--- src/rtl/wb_queue.sv ---
// Writeback queue: merges load and ALU results into one in-order register-file write port.
// Define WB_QUEUE_FWD_EN to compile in read-port forwarding from pending writes.
module wb_queue #(
    parameter int DEPTH = 8
) (
    input  logic                       clk,
    input  logic                       rst,
    input  logic                       mem_valid,
    input  logic [4:0]                 mem_reg,
    input  logic [31:0]                mem_data,
    input  logic                       alu_valid,
    input  logic [4:0]                 alu_reg,
    input  logic [31:0]                alu_data,
    output logic                       in_ready,
    output logic                       wEn,
    output logic [4:0]                 wReg,
    output logic [31:0]                wData,
    input  logic [4:0]                 Reg0,
    input  logic [4:0]                 Reg1,
    output logic                       fwd0_hit,
    output logic                       fwd1_hit,
    output logic [31:0]                fwd0_data,
    output logic [31:0]                fwd1_data,
    output logic [$clog2(DEPTH):0]     pending
);
    localparam int AW = $clog2(DEPTH);
    localparam int CW = AW + 1;

    logic [AW-1:0] rd_ptr_q, rd_ptr_d, wr_ptr_q, wr_ptr_d;
    logic [CW-1:0] count_q, count_d;
    logic [4:0]    ent_reg_q  [DEPTH];
    logic [4:0]    ent_reg_d  [DEPTH];
    logic [31:0]   ent_data_q [DEPTH];
    logic [31:0]   ent_data_d [DEPTH];
    logic          wen_q, wen_d;
    logic [4:0]    wreg_q, wreg_d;
    logic [31:0]   wdata_q, wdata_d;

    logic          mem_push, alu_push, pop;
    logic [AW-1:0] alu_slot;

    // Ready needs room for two entries so both sources can always push together.
    assign in_ready = (CW'(DEPTH) - count_q) >= CW'(2);
    assign mem_push = mem_valid && in_ready && (mem_reg != 5'd0);
    assign alu_push = alu_valid && in_ready && (alu_reg != 5'd0);
    assign pop      = (count_q != '0);
    assign alu_slot = wr_ptr_q + AW'(mem_push);

    always_comb begin
        rd_ptr_d   = rd_ptr_q;
        wr_ptr_d   = wr_ptr_q + AW'(mem_push) + AW'(alu_push);
        count_d    = count_q + CW'(mem_push) + CW'(alu_push) - CW'(pop);
        ent_reg_d  = ent_reg_q;
        ent_data_d = ent_data_q;
        wen_d      = 1'b0;
        wreg_d     = wreg_q;
        wdata_d    = wdata_q;
        if (pop) begin
            wen_d    = 1'b1;
            wreg_d   = ent_reg_q[rd_ptr_q];
            wdata_d  = ent_data_q[rd_ptr_q];
            rd_ptr_d = rd_ptr_q + AW'(1);
        end
        if (mem_push) begin
            ent_reg_d[wr_ptr_q]  = mem_reg;
            ent_data_d[wr_ptr_q] = mem_data;
        end
        if (alu_push) begin
            ent_reg_d[alu_slot]  = alu_reg;
            ent_data_d[alu_slot] = alu_data;
        end
    end

    always_ff @(posedge clk) begin
        if (rst) begin
            rd_ptr_q <= '0;
            wr_ptr_q <= '0;
            count_q  <= '0;
            wen_q    <= 1'b0;
            wreg_q   <= '0;
            wdata_q  <= '0;
        end else begin
            rd_ptr_q <= rd_ptr_d;
            wr_ptr_q <= wr_ptr_d;
            count_q  <= count_d;
            wen_q    <= wen_d;
            wreg_q   <= wreg_d;
            wdata_q  <= wdata_d;
        end
    end

    // Entry storage carries no reset; occupancy alone decides what is live.
    always_ff @(posedge clk) begin
        ent_reg_q  <= ent_reg_d;
        ent_data_q <= ent_data_d;
    end

    assign wEn     = wen_q;
    assign wReg    = wreg_q;
    assign wData   = wdata_q;
    assign pending = count_q;

`ifdef WB_QUEUE_FWD_EN
    logic          f0_hit, f1_hit;
    logic [31:0]   f0_data, f1_data;
    logic [AW-1:0] fwd_idx;

    // Scan oldest to youngest so the last match (youngest) wins.
    always_comb begin
        f0_hit  = 1'b0;
        f1_hit  = 1'b0;
        f0_data = '0;
        f1_data = '0;
        fwd_idx = '0;
        if (wen_q && Reg0 != 5'd0 && wreg_q == Reg0) begin
            f0_hit  = 1'b1;
            f0_data = wdata_q;
        end
        if (wen_q && Reg1 != 5'd0 && wreg_q == Reg1) begin
            f1_hit  = 1'b1;
            f1_data = wdata_q;
        end
        for (int i = 0; i < DEPTH; i++) begin
            fwd_idx = rd_ptr_q + AW'(i);
            if (CW'(i) < count_q) begin
                if (Reg0 != 5'd0 && ent_reg_q[fwd_idx] == Reg0) begin
                    f0_hit  = 1'b1;
                    f0_data = ent_data_q[fwd_idx];
                end
                if (Reg1 != 5'd0 && ent_reg_q[fwd_idx] == Reg1) begin
                    f1_hit  = 1'b1;
                    f1_data = ent_data_q[fwd_idx];
                end
            end
        end
    end

    assign fwd0_hit  = f0_hit;
    assign fwd1_hit  = f1_hit;
    assign fwd0_data = f0_data;
    assign fwd1_data = f1_data;
`else
    logic unused_fwd;
    assign unused_fwd = ^{Reg0, Reg1};
    assign fwd0_hit   = 1'b0;
    assign fwd1_hit   = 1'b0;
    assign fwd0_data  = '0;
    assign fwd1_data  = '0;
`endif
endmodule

--- config.mk ---
export PLATFORM = sky130hd
export DESIGN_NAME = wb_queue
export DESIGN_NICKNAME = d
export VERILOG_FILES = /design/src/rtl/wb_queue.sv
export SDC_FILE = /design/constraint.sdc
export NUM_CORES = 1
export LEC_CHECK = 0
export CORE_ASPECT_RATIO = 0.7
export CORE_MARGIN = 2
export CORE_UTILIZATION = 45
export CTS_CLUSTER_DIAMETER = 150
export DETAILED_ROUTE_END_ITERATION = 6
export GPL_ROUTABILITY_DRIVEN = 0
export PLACE_DENSITY = 0.66
export SLEW_MARGIN = 20
export SYNTH_ARGS = -nofsm -noshare
export SYNTH_HDL_FRONTEND = slang
export SYNTH_SLANG_ARGS = --single-unit
--- constraint.sdc ---
create_clock -name clk -period 4.28 [get_ports clk]
set_input_delay 0.856 -clock clk [delete_from_list [all_inputs] [get_ports clk]]
set_output_delay 0.856 -clock clk [all_outputs]
set_load 0.01 [all_outputs]
After elaboration in Yosys (flattened, before gate mapping)

Index checks and enable logic that the tools add are counted.

Bits in registers: 344
Bits of input ports: 88
Output and inout port bits: 109
Word-level logic and storage cells: 70

$add $sub $neg: 7
Muxes and demuxes: 23
Bitwise logic cells: 3
Reduce and logical (&&, ||, !) cells: 9
$lt $le $gt $ge: 6

Operators with widths:

| operator                                                          | number |
|---|---|
| bitwise mux 256 bit                                               | 2 |
| two-way mux 256 bit                                               | 2 |
| demux 32 bit (select 3 bit)                                       | 2 |
| two-way mux 32 bit                                                | 4 |
| binary-select mux 32 bit (select 3 bit)                           | 1 |
| bitwise mux 40 bit                                                | 2 |
| two-way mux 40 bit                                                | 2 |
| demux 5 bit (select 3 bit)                                        | 2 |
| two-way mux 5 bit                                                 | 4 |
| binary-select mux 5 bit (select 3 bit)                            | 1 |
| greater-or-equal comparator 4 bit, second input constant          | 3 |
| inverter 3 -> 4 bit                                               | 3 |
| nonzero test 5 bit                                                | 2 |
| adder 4 x 1 -> 4 bit                                              | 2 |
| < comparator 4 x 1 -> 1 bit, second input constant                | 2 |
| adder 3 x 1 -> 3 bit                                              | 2 |
| logical AND 1 bit                                                 | 6 |
| greater-or-equal comparator 4 x 2 -> 1 bit, second input constant | 1 |
| nonzero test 4 bit                                                | 1 |
| subtractor 4 x 1 -> 4 bit                                         | 1 |
| subtractor 4 bit, first input constant                            | 1 |
| adder 3 x 1 -> 3 bit, second input constant                       | 1 |
| two-way mux 1 bit                                                 | 1 |

Depth between registers and ports, before layout

Depth after elaboration: 12
Gate-level depth with buffers: 17
Mapped depth without buffers: 15

Worst setup path after synthesis

No wires, ideal clock.

Path kind: input port to flip-flop
Start point: in mem_reg[0]
End point: reg ent_reg_q[14] (netlist name)
Arrival time: 3.546 ns
Slack: 0.660 ns
Setup time: 0.074 ns
Cell stages on the path: 13
Buffers on the path: 3
Data required time: 4.206 ns
Cells stage by stage: or4_4 > nor2_8 > a21oi_2 > buf_2 > and2_1 > ha_1 > ha_1 > xnor2_1 > nand2b_1 > clkbuf_1 > clkbuf_1 > nor3_1 > a31oi_1

RTL lines:

| what                   | line | RTL |
|---|---|---|
| start: declaration     | 9    | `input logic [4:0] mem_reg,` |
| end signal: assignment | 94   | `ent_reg_q <= ent_reg_d;` |
| end: declaration       | 31   | `logic [4:0] ent_reg_q [DEPTH];` |

==> impl_results.md <==
- Critical Path Source: mem_reg[0]
- Leakage: approximately 6.7 nW
- Avg Cell Area, Syn: between 8 and 9 um^2
- CP arrival: 4.17 ns
- DRT Pass-1 Iters: 6
- Drt total wl: 67200 um
- Hold path startpoint: wData[27]$_SDFFE_PP0N_
- #FFs+latches synth: 344
- R2r startpoint: pending[0]$_SDFF_PP0_
- Worst-margin pin slew: 1.19 ns
- Design Area, Final: slightly above 0.02 mm^2
- Clock sinks: between 300 and 400
- Mean routed wirelength per cell: 24.8 um
- Worst Hold Class: reg2reg
- Num CTS Buffers: 37
- Ys async rst share: 0
- Worst hold slack: about 0.5 ns
- Fmax: ~270 MHz
- Post-Synth Adder-Cell Area: 0.00954
- Post-synthesis mux area share: 0.109
- Slew headroom: 0.209
- Number of synthesized flops with an enable pin: 0
- Synth Area in Simple Gates: 0.183
- Worst Path Max Fanout: 44
- Share of layout cells above drive strength 1: 0.115
- Hpwl dp: ~38000 um
- XOR/XNOR Fraction of Synth Area: 0.00423
- Final Skew: between 0.008 and 0.009 ns
- Ports: ~200
- Register area share after synthesis: 0.370
- Synth top area cells: dfxtp_1 (37%), a31oi_1 (9.9%), mux4_2 (9.0%)
- CP Launch Type: primary input
- Clock slew at the register clock pins of the worst setup and hold paths: roughly 0.060 ns
- Largest area contributor in the netlist: dfxtp_1
- Final net count: between 2000 and 2500
- Grt total ovfl: 0
- Most instantiated cells after synthesis: dfxtp_1 (344), nor3_1 (297), a31oi_1 (296)
- CTS resizes: 0
- DRC viols: 0
- Drt via density: between 6 and 7
- Min cycle time layout: 3.72 ns
- Most instantiated library cell after synthesis: dfxtp_1
- Largest net degree at the start of global routing: around 230
- Area grow syn2layout: 10.6%
- Starting Density: 0.455
- Top FF cell, synth: dfxtp_1
- Die W: 247 um
- Root buf cell: clkbuf_16
- Final setup fails: 0
- Pwr per Cell Area: between 800 and 900 mW/mm^2
- Critical Path RT: roughly 4.7 ns
- Post-Syn Instances: 2215
- DP Area: about 0.019 mm^2
- Hold buffers post-CTS: 0
- Top-area cell type share of the netlist area: 0.370
- Clock tree buffer depth: 3
- RSZ-0062 raised after global routing: no
- Fin. Hold Viols: 0
- Worst VDD drop: between 1 and 1.5 mV
- CP Class: in2reg
- Vias: between 15000 and 20000
- Row count: 62
- Synthesized cell area: approximately 0.019 mm^2
- Post-route antenna net violation count: 0
- Fill cell count: roughly 3800
- Initial antenna violation count: 1
- Main combinational cell family by area after synthesis: compound AO/OA/AOI/OAI gates
- Netlist cell types: 40
- Crit path capture type: flip-flop
- Initial drt markers: ~2700
- Setup bufs post-CTS: 0
- Clock Latency Late Sink: ~0.54 ns
- H-tree depth: 2
- PortBufs: between 100 and 150
- Max-Cap Viols: 0
- Tot GR Track Use: 0.301
- Die height: approximately 170 um
- Synth warnings: 0
- Compound-gate portion of the synthesized area: 0.201
- Status: complete, no violations
- Tcrit/Tclk final: 0.868
- First-pass GRT wire length: 102000 um
- Number of global-route vias before repair: 17400
- Final setup TNS: 0 ns
- TritonCTS clock tree: built
- Pins Over Slew Limit: 0
- DIE AREA: 0.0430 mm^2
- Core area: about 0.041 mm^2
[layer usage]
metal | global-route usage | routed length [um]
met1 | 0.433 | 27400
met2 | 0.441 | 28900
met3 | 0.0750 | 9190
met4 | 0.0939 | 1790
met5 | 0 | 0
[state kept, by name, summed over array words and instances, names as in the netlist]
name	cells
ent_data_q	256
ent_reg_q	40
pending	4
rd_ptr_q	3
wData	32
wEn	1
wReg	5
wr_ptr_q	3
[layout by cell type (no fill, tap or decap), drive strengths merged, types with 2 or more instances in the layout]
cell type | Yosys | final
a2111oi | 8 | 8
a211o | 2 | 2
a211oi | 37 | 37
a21oi | 4 | 4
a31oi | 296 | 296
and2 | 7 | 7
buf | 224 | 85
clkbuf | 161 | 60
clkdlybuf4s50 | 0 | 119
clkinv | 1 | 6
conb | 1 | 66
dfxtp | 344 | 344
fa | 2 | 2
ha | 11 | 11
inv | 10 | 12
mux2i | 37 | 37
mux4 | 74 | 74
nand2 | 52 | 52
nand2b | 4 | 4
nand3 | 260 | 260
nor2 | 57 | 57
nor2b | 6 | 6
nor3 | 297 | 297
o21ai | 297 | 297
or2 | 10 | 10
or4 | 2 | 2
xnor2 | 8 | 8
[power breakdown]
group          internal [mW]  switching (mW)
logic                   3.44            5.67
clock network           1.97            1.39
registers               4.86           0.939
total                   10.3            8.00
[path summary, 6_finish.rpt]
| path | endpoint | slack, ns | cells past startpoint |
|---|---|---|---|
| min | wData[27]$_SDFFE_PP0N_ | 0.49 | 2 |
| max | ent_data_q[57]$_DFF_P_ | 0.56 | 12 |
| min reg2reg | wData[27]$_SDFFE_PP0N_ | 0.49 | 2 |
| max reg2reg | ent_data_q[57]$_DFF_P_ | 0.72 | 13 |
[per-stage QoR]
| step | instances | setup WS, ns | total power [mW] | util |
|---|---|---|---|---|
| after floorplan | 2280 | 0.660 | 12.2 | - |
| after global placement | 2642 | 0.205 | 14.3 | 0.472 |
| after detailed placement | 2642 | 0.135 | 14.6 | 0.472 |
| after CTS | 2710 | 0.674 | 18.0 | 0.503 |
| after global routing | 2711 | 0.519 | 19.2 | 0.504 |
| final | 2712 | 0.564 | 18.3 | 0.504 |
[worst max-delay path, cell delays in order]
cell	delay, ns
clkdlybuf4s50_1	0.42
or4_4	0.58
nor2_8	0.12
a21oi_4	0.04
and2_1	0.20
ha_1	0.19
ha_1	0.20
xnor2_1	0.19
or2_2	0.43
buf_4	0.62
nor3_1	0.11
a31oi_1	0.18
[final cells by class]
cell class | count | area, um^2 | share of cell area
multi-input cells | 1540 | 9780 | 0.475
flip-flops and latches | 344 | 6900 | 0.335
repair buffers | 204 | 1930 | 0.0939
clock buffers | 60 | 1190 | 0.0580
well taps | 544 | 681 | 0.0330
clock inverters | 8 | 68.8 | 0.00334
inverters | 11 | 41.3 | 0.00200
diodes | 1 | 2.50 | 0.000121
[cell families (layout without fill, tap and decap cells)]
group	Yosys count	in the layout
other	1	67
AOI/OAI and AO/OA	645	645
and+or+nand+nor	696	696
adders and majority gates	13	13
DFF	344	344
buffers and inverters	396	283
muxes	111	111
xor gates and xnor gates	9	9
No activity file was read; power rests on OpenSTA's default activity.
